[src/rtl/adc_cap_pkg.sv]
// Shared definitions for the serial-ADC capture engine: FSM state encoding,
// default timing constants and the system clock frequency shared with the
// capture-trigger stub.
package adc_cap_pkg;

  localparam int CLK_FREQ        = 20000000;
  localparam int DEF_CLK_DIV     = 4;
  localparam int DEF_QUIET_TICKS = 8;
  localparam int DEF_DATA_BITS   = 12;
  localparam int DEF_LEAD_BITS   = 4;
  localparam int FRAME_BITS      = DEF_LEAD_BITS + DEF_DATA_BITS;

  typedef enum logic [2:0] {
    ST_IDLE   = 3'd0,
    ST_SETUP  = 3'd1,
    ST_CLK_LO = 3'd2,
    ST_CLK_HI = 3'd3,
    ST_DONE   = 3'd4,
    ST_QUIET  = 3'd5
  } state_t;

endpackage

[src/rtl/adc_cap_tick.sv]
// Loadable 8-bit down-counter. The FSM reloads it on every state entry; the
// expiry strobe marks the last cycle of the current half-period or quiet
// period. A load of N gives N+1 cycles before the strobe.
module adc_cap_tick (
  input  logic       clk,
  input  logic       reset,
  input  logic       i_load,
  input  logic [7:0] i_load_val,
  output logic       o_expire
);

  logic [7:0] r_cnt;

  // Reload on state entry, otherwise count down and park at zero.
  always_ff @(posedge clk) begin
    if (!reset) begin
      r_cnt <= 8'd0;
    end else if (i_load) begin
      r_cnt <= i_load_val;
    end else if (r_cnt != 8'd0) begin
      r_cnt <= r_cnt - 8'd1;
    end
  end

  assign o_expire = (r_cnt == 8'd0);

endmodule

[src/rtl/adc_capture.sv]
// Serial-ADC capture engine: a falling edge on startCapture runs one 16-clock
// read frame (leading zeros, then data MSB first) and presents the data bits
// with a one-cycle sampleValid strobe.
// Optional build macro ADC_CAPTURE_LEADZERO_CHECK_EN adds a frameErr output
// flagging a frame whose leading bits were not all zero.
// Handshake: sampleValid is a one-cycle strobe with no ready/back-pressure;
// sample is valid in that cycle and held until the next strobe.
module adc_capture
  import adc_cap_pkg::*;
#(
  parameter int CLK_DIV     = DEF_CLK_DIV,
  parameter int DATA_BITS   = DEF_DATA_BITS,
  parameter int LEAD_BITS   = DEF_LEAD_BITS,
  parameter int QUIET_TICKS = DEF_QUIET_TICKS
) (
  input  logic                 clk,
  input  logic                 reset,
  input  logic                 startCapture,
  output logic                 adcCsN,
  output logic                 adcSclk,
  input  logic                 adcSdata,
  output logic [DATA_BITS-1:0] sample,
  output logic                 sampleValid,
  output logic                 busy,
  output logic                 overrun,
  output logic [2:0]           dbgState
`ifdef ADC_CAPTURE_LEADZERO_CHECK_EN
  ,
  output logic                 frameErr
`endif
);

  localparam int FRAME_W = LEAD_BITS + DATA_BITS;

  state_t               r_state;
  state_t               w_next;
  logic                 r_start_prev;
  logic                 r_entry;
  logic [4:0]           r_bit_cnt;
  logic [FRAME_W-1:0]   r_shift;
  logic [DATA_BITS-1:0] r_sample;
  logic                 r_overrun;
  logic [FRAME_W-1:0]   w_shift_nxt;
  logic                 w_start_fall;
  logic                 w_state_chg;
  logic                 w_capture;
  logic                 w_last_bit;
  logic                 w_expire;
  logic [7:0]           w_load_val;

  assign w_start_fall = r_start_prev & ~startCapture;
  assign w_state_chg  = (w_next != r_state);
  // A bit is taken once, in the first cycle of each sclk-high phase.
  assign w_capture    = (r_state == ST_CLK_HI) && r_entry;
  assign w_last_bit   = (r_bit_cnt == 5'(FRAME_W - 1));
  assign w_shift_nxt  = {r_shift[FRAME_W-2:0], adcSdata};

  adc_cap_tick u_tick (
    .clk        (clk),
    .reset      (reset),
    .i_load     (w_state_chg),
    .i_load_val (w_load_val),
    .o_expire   (w_expire)
  );

  // State register plus a flag marking the first cycle spent in a state.
  always_ff @(posedge clk) begin
    if (!reset) begin
      r_state <= ST_IDLE;
      r_entry <= 1'b0;
    end else begin
      r_state <= w_next;
      r_entry <= w_state_chg;
    end
  end

  // Next-state logic; the final bit goes straight to DONE so the sample is
  // presented in the cycle right after it is taken.
  always_comb begin
    w_next = r_state;
    case (r_state)
      ST_IDLE:   if (w_start_fall) w_next = ST_SETUP;
      ST_SETUP:  if (w_expire) w_next = ST_CLK_LO;
      ST_CLK_LO: if (w_expire) w_next = ST_CLK_HI;
      ST_CLK_HI: begin
        if (w_capture && w_last_bit) w_next = ST_DONE;
        else if (w_expire)           w_next = ST_CLK_LO;
      end
      ST_DONE:   w_next = ST_QUIET;
      ST_QUIET:  if (w_expire) w_next = ST_IDLE;
      default:   w_next = ST_IDLE;
    endcase
  end

  // Dwell time of the state being entered, loaded into the tick counter.
  always_comb begin
    w_load_val = 8'd0;
    case (w_next)
      ST_SETUP, ST_CLK_LO, ST_CLK_HI: w_load_val = 8'(CLK_DIV - 1);
      ST_QUIET:                       w_load_val = 8'(QUIET_TICKS - 1);
      default:                        w_load_val = 8'd0;
    endcase
  end

  // Moore outputs decoded from the state register.
  always_comb begin
    adcCsN      = 1'b1;
    adcSclk     = 1'b1;
    sampleValid = 1'b0;
    busy        = (r_state != ST_IDLE);
    case (r_state)
      ST_SETUP, ST_CLK_HI: adcCsN = 1'b0;
      ST_CLK_LO: begin
        adcCsN  = 1'b0;
        adcSclk = 1'b0;
      end
      ST_DONE:   sampleValid = 1'b1;
      default:   ;
    endcase
  end

  // Start-edge history, shift register, bit count, sample and overrun flag.
  always_ff @(posedge clk) begin
    if (!reset) begin
      r_start_prev <= 1'b1;
      r_bit_cnt    <= 5'd0;
      r_shift      <= '0;
      r_sample     <= '0;
      r_overrun    <= 1'b0;
    end else begin
      r_start_prev <= startCapture;
      if (w_start_fall && (r_state != ST_IDLE)) r_overrun <= 1'b1;
      if (r_state == ST_IDLE) r_bit_cnt <= 5'd0;
      if (w_capture) begin
        r_shift   <= w_shift_nxt;
        r_bit_cnt <= r_bit_cnt + 5'd1;
        if (w_last_bit) r_sample <= w_shift_nxt[DATA_BITS-1:0];
      end
    end
  end

`ifdef ADC_CAPTURE_LEADZERO_CHECK_EN
  logic r_frame_err;
  logic w_unused_msb;

  // Leading-bit check, refreshed together with the sample.
  always_ff @(posedge clk) begin
    if (!reset) begin
      r_frame_err <= 1'b0;
    end else if (w_capture && w_last_bit) begin
      r_frame_err <= |w_shift_nxt[FRAME_W-1:DATA_BITS];
    end
  end

  assign frameErr     = r_frame_err;
  assign w_unused_msb = r_shift[FRAME_W-1];
`else
  // Leading bits are shifted through but never inspected in this build.
  logic w_unused_lead;
  assign w_unused_lead = ^{r_shift[FRAME_W-1], w_shift_nxt[FRAME_W-1:DATA_BITS]};
`endif

  assign sample   = r_sample;
  assign overrun  = r_overrun;
  assign dbgState = r_state;

endmodule

[config.mk]
export PLATFORM = sky130hd
export DESIGN_NAME = adc_capture
export DESIGN_NICKNAME = d
export VERILOG_FILES = /design/src/rtl/adc_cap_pkg.sv /design/src/rtl/adc_cap_tick.sv /design/src/rtl/adc_capture.sv
export SDC_FILE = /design/constraint.sdc
export NUM_CORES = 1
export LEC_CHECK = 0
export BUFFER_PORTS_ARGS = -buffer_cell sky130_fd_sc_hd__buf_2
export CORE_ASPECT_RATIO = 0.9
export CORE_MARGIN = 2
export CORE_UTILIZATION = 35
export CTS_CLUSTER_SIZE = 24
export DETAILED_ROUTE_END_ITERATION = 8
export GPL_ROUTABILITY_DRIVEN = 0
export HOLD_SLACK_MARGIN = 0.06
export PLACE_DENSITY = 0.6
export SKIP_LAST_GASP = 1
export SLEW_MARGIN = 40
export SYNTH_ARGS = -nofsm -noshare
export SYNTH_HDL_FRONTEND = slang
export SYNTH_SLANG_ARGS = --single-unit
[constraint.sdc]
create_clock -name clk -period 2.7 [get_ports clk]
set_clock_uncertainty 0.2 [all_clocks]
set_input_delay 0.135 -clock clk [delete_from_list [all_inputs] [get_ports clk]]
set_output_delay 0.135 -clock clk [all_outputs]
set_load 0.01 [all_outputs]
Word-level counts from Yosys, hierarchy flattened
Index checks and enable logic that the tools add are counted.
{"block": "totals", "regBits": 42, "word_cells": 49}
{"block": "classes", "n_mux": 14, "addsub": 2, "bitwise": 2, "eq_ne": 11, "reduce_logical": 12}
{"operator": "$pmux W3 S6", "count": 1}
{"operator": "$mux W8", "count": 2}
{"operator": "$mux W3", "count": 5}
{"operator": "$eq A3 B2 Y1 const B", "count": 4}
{"operator": "$mux W5", "count": 2}
{"operator": "$eq A3 B3 Y1 const B", "count": 3}
{"operator": "$logic_not A8 Y1", "count": 1}
{"operator": "$reduce_bool A8 Y1", "count": 1}
{"operator": "$sub A8 B1 Y8 const B", "count": 1}
{"operator": "$eq A3 B1 Y1 const B", "count": 2}
{"operator": "$pmux W3 S2", "count": 1}
{"operator": "$reduce_or A3 Y1", "count": 2}
{"operator": "$add A5 B1 Y5 const B", "count": 1}
{"operator": "$eq A5 B4 Y1 const B", "count": 1}
{"operator": "$reduce_bool A2 Y1", "count": 2}
{"operator": "$logic_and A1 B1 Y1", "count": 3}
{"operator": "$logic_not A3 Y1", "count": 1}
{"operator": "$mux W1", "count": 3}
{"operator": "$ne A3 B3 Y1", "count": 1}
{"operator": "$reduce_bool A3 Y1", "count": 1}
{"operator": "$reduce_and A2 Y1", "count": 1}
{"operator": "$and A1 B1 Y1", "count": 1}
{"operator": "$not A1 Y1", "count": 1}

Longest topological paths before layout
{"block": "logic_depth", "depth_word": 9, "depth_mapped": 8, "ltp_nobuf": 8}

Cells and area by module
From an unflattened synthesis, not the netlist that was laid out.
{"block": "unflattened", "hier_cells": 223, "hier_area_um2": 1903.1}
{"mod": "adc_capture", "area_each_um2": 1445.1, "seq_area_each_um2": 680.7, "cells_per_inst": 172, "instances": 1}
{"mod": "adc_cap_tick", "area_each_um2": 457.9, "seq_area_each_um2": 160.2, "cells_per_inst": 51, "instances": 1}

Worst setup path after synthesis
OpenSTA, ideal clock, no wires.
{"block": "synth_path", "path_kind": "register -> register", "start": "register r_bit_cnt[0]", "end": "register u_tick.r_cnt[0]", "arrival_ns": 1.639, "setup_time_ns": 0.074, "setup_slack_ns": 0.786, "period_less_slack_ns": 1.914, "t_required_ns": 2.426, "stages_incl_launch_ff": 9, "n_path_buf": 0, "path_cell_list": "dfxtp_1 > ha_1 > and3_1 > ha_1 > a31oi_1 > mux2i_1 > o21a_4 > nand2b_4 > o21ai_0"}
{"block": "synth_via", "elab_chain_len": 8}
{"item": "start, declared", "line": "adc_capture.sv:39", "source": "logic [4:0] r_bit_cnt;"}
{"item": "start signal, assigned", "line": "adc_capture.sv:136", "source": "r_bit_cnt <= r_bit_cnt + 5'd1;"}
{"item": "$eq A5 B4 Y1 (*)", "line": "adc_capture.sv:55", "source": "assign w_last_bit = (r_bit_cnt == 5'(FRAME_W - 1));"}
{"item": "$logic_and A1 B1 Y1 (*)", "line": "adc_capture.sv:86", "source": "if (w_capture && w_last_bit) w_next = ST_DONE;"}
{"item": "$mux W3 (*)", "line": "adc_capture.sv:86"}
{"item": "$pmux W3 S6 (*)", "line": "adc_capture.sv:81", "source": "case (r_state)"}
{"item": "$eq A3 B1 Y1 / $eq A3 B2 Y1 (equally long branches)", "line": "adc_capture.sv:98", "source": "case (w_next)"}
{"item": "$reduce_or A3 Y1", "line": "adc_capture.sv:98"}
{"item": "$pmux W3 S2", "line": "adc_capture.sv:98"}
{"item": "$mux W8", "line": "adc_cap_tick.sv:18", "source": "end else if (i_load) begin"}
{"item": "end signal, assigned", "line": "adc_cap_tick.sv:19", "source": "r_cnt <= i_load_val;"}
{"item": "end signal, assigned", "line": "adc_cap_tick.sv:21", "source": "r_cnt <= r_cnt - 8'd1;"}
{"item": "end, declared", "line": "adc_cap_tick.sv:12", "source": "logic [7:0] r_cnt;"}
Mark *: on every way between the ends. The rest lies on a longest branch, timed or not.
A chain may end at the register's enable or synchronous reset.

Worst setup path after layout
{"block": "layout_path", "start": "register r_bit_cnt[0]", "end": "register u_tick.r_cnt[1]"}
Same word-level chain as after synthesis.

==> metrics.csv <==
metric,value,unit
status,"complete, no violations",
period utilization,77.9,%
Die Wd,79.6,microns
"commonest non-fill, non-tap cell in the layout",nand2_1,
WL per Instance,11.0,microns
Yosys top cell by area,dfxtp_1,
# setup viols final,0,
stages on the worst setup path,8,
crit path cell chain,ha_1 > and3_1 > ha_1 > a31oi_1 > mux2i_1 > o21a_4 > nand2b_4 > o21ai_0,
slowest CP cell,dfxtp_1,
ANT nets after route,0,
"top cells by area, synth","dfxtp_1, nand2_1, a21boi_0",
crit-path leading delay family,compound AO/OA/AOI/OAI gates,
nets@finish,242,
pwr/cell area,865,mW/mm^2
Worst setup EP type,register,
share of the synthesized area in the top cell type,46.7,%
cell count after synthesis,211,
layout cells sized above 1,16.1,%
total number of vias,1414,
Setup crit start kind,register,
Remaining DRCs,0,
Initial Util,36.8,%
total CTS buffers,5,
DR iter-0 viols,63,
I/O Pins,24,
fraction of registers with async set or reset after synthesis,0,%
Switching Share,32.7,%
Slew headroom,62.4,%
final setup TNS,0,ps
register bit count reported by yosys,42,
P_leak,0.790,nW
logic gate share of total power,31.0,%
Die Y,72.1,microns
RSZ-0062 raised after global routing,no,
dpl hpwl,2280,microns
Max Clk Rate,0.476,GHz
GRT Overall Usage,13.0,%
"most used cell, CP",ha_1,
clock power share,26.8,%
CTS Buffer Depth,2,
CTS root buf,clkbuf_8,
largest net degree at the start of global routing,37,
Peak VDD IR,0.000456,V
Setup Buffers After CTS,0,
# clock sinks,42,
initial antenna violation count,0,
clk_lat worst skew,290,ps
first-pass GRT wire length,5920,microns
FF-to-FF Start,r_bit_cnt[0],
CTS tree,yes,
critical-path maximum fanout,7,
die area,0.00574,sq mm
grt total ovfl,0,
required time worst endpoint,2710,ps
Final Non-Filler Cells,301,
most frequent cells in the layout,"nand2_1, dfxtp_1, buf_2, a21boi_0, nor2_1",
antenna fix cells,0,
placed cell count,291,
Psw,592,uW
CP arrival,2110,ps
drt first pass iters,4,
WS Path Type,reg -> reg,
core area,0.00489,sq mm
final wirelength,3330,microns
R2R depth,8,
via count of the first global-routing pass,1349,
post-synthesis cell type count,38,
Post-Syn Area,0.00180,sq mm
Clock transition at path regs,70,ps
mean area per synthesized cell,8.54,sq um
design area,0.00209,sq mm
crit path buf inv count,0,
synthesized net count,218,
Worst setup endpoint,u_tick.r_cnt[1],
Cell Rows,24,
Worst Setup SP,r_bit_cnt[0],
Max Transition Viols Final,0,
FF-to-FF setup slack,600,ps
"Seq/Total Area, Yosys",46.7,%
critical path's largest stage delay,340,ps
"EDFF count, synth",0,
Worst R2R End,u_tick.r_cnt[1],
port bufs,23,
Reg power frac,42.2,%
Worst-Margin Slew,564,ps
final hold violation count,0,
DP Area,0.00196,sq mm
Layout area overhead,16.0,%
Worst Hold Depth,2,
internal power,1.22,mW
vias per inst,4.70,
total of max-cap violations,0,
Max H-tree Level,2,
YS warnings,0,
Hold/Removal Path Class,in -> reg,
"Primary FF master, synth",dfxtp_1,
"Min Clock Period, post-route",2100,ps
[what timing repair did]
action / in CTS / in global routing
endpoints found under the hold margin: 3 / 0
gates resized for setup: 0 / 0
hold buffers: 2 / 0
[flip-flops by register name, indices dropped and copies added (netlist names)]
| register | cells |
|---|---|
| r_bit_cnt | 5 |
| r_start_prev | 1 |
| u_tick.r_cnt | 8 |
| dbgState | 3 |
| sample | 12 |
| r_shift | 11 |
| r_entry | 1 |
| overrun | 1 |
[per-stage QoR]
stage	power, mW	hold WS (ps)	util, %	setup slack [ps]
2_1_floorplan	1.25	8.04	-	786
3_3_place_gp	1.34	129	40.0	671
3_5_place_dp	1.33	136	40.0	633
4_1_cts	1.83	106	42.7	600
5_1_grt	1.94	158	42.7	421
6_report	1.81	105	42.7	597
[layer usage]
metal	global-route usage, %	routed length (microns)	vias up
met3	3.73	134	5
met4	4.02	35	0
met1	18.0	1850	626
met5	0	0	-
li1	-	-	757
met2	19.5	1300	26
[layout make-up]
cell class | instances | area (sq um)
Fill cell | 499 | 2810
Multi-Input combinational cell | 152 | 877
Sequential cell | 42 | 841
Timing Repair Buffer | 28 | 158
Tap cell | 65 | 81.3
Clock buffer | 6 | 72.6
Clock inverter | 2 | 37.5
Inverter | 6 | 22.5
[cells in the mapped netlist, types with 2 or more instances]
| cell | count |
|---|---|
| nand2_1 | 50 |
| dfxtp_1 | 42 |
| a21boi_0 | 22 |
| nor2_1 | 14 |
| a21oi_1 | 8 |
| o21ai_0 | 7 |
| inv_1 | 6 |
| nor2b_1 | 5 |
| and2_1 | 4 |
| buf_2 | 4 |
| clkbuf_1 | 4 |
| nor3_1 | 4 |
| xnor2_1 | 4 |
| ha_1 | 3 |
| nand3_1 | 3 |
| a31oi_1 | 2 |
| buf_4 | 2 |
| mux2i_1 | 2 |
| nand2b_1 | 2 |
| nand4b_1 | 2 |
| nor3b_1 | 2 |
| nor4_1 | 2 |
| o21a_1 | 2 |
[power groups by stage]
stage / Sequential (mW) / Combinational, mW / Clock, mW
finish: 0.763 / 0.560 / 0.484
global route: 0.773 / 0.634 / 0.531
CTS: 0.761 / 0.566 / 0.502
detailed placement: 0.776 / 0.557 / 0
global placement: 0.774 / 0.561 / 0
floorplan: 0.743 / 0.506 / 0
[logic make-up (layout without fill, tap and decap cells)]
group / after synthesis / after routing / share of synthesized area (%)
AO/OA/AOI/OAI: 47 / 47 / 17.7
adder cells (fa/ha/maj): 3 / 3 / 2.08
XOR/XNOR: 5 / 5 / 2.43
flip-flops: 42 / 42 / 46.7
multiplexers: 2 / 2 / 1.11
AND/OR/NAND/NOR: 95 / 95 / 25.3
buffers and inverters: 17 / 42 / 4.65
[how the worst min path moves through the flow]
stage | slack (ps) | from | to
global placement | 130 | startCapture | r_start_prev
finish | 100 | reset | r_start_prev
floorplan | 8 | reset | r_start_prev
detailed placement | 140 | startCapture | r_start_prev
global route | 160 | reset | r_start_prev
CTS | 110 | reset | r_start_prev
Note: power is estimated with default switching activity, not from simulation.
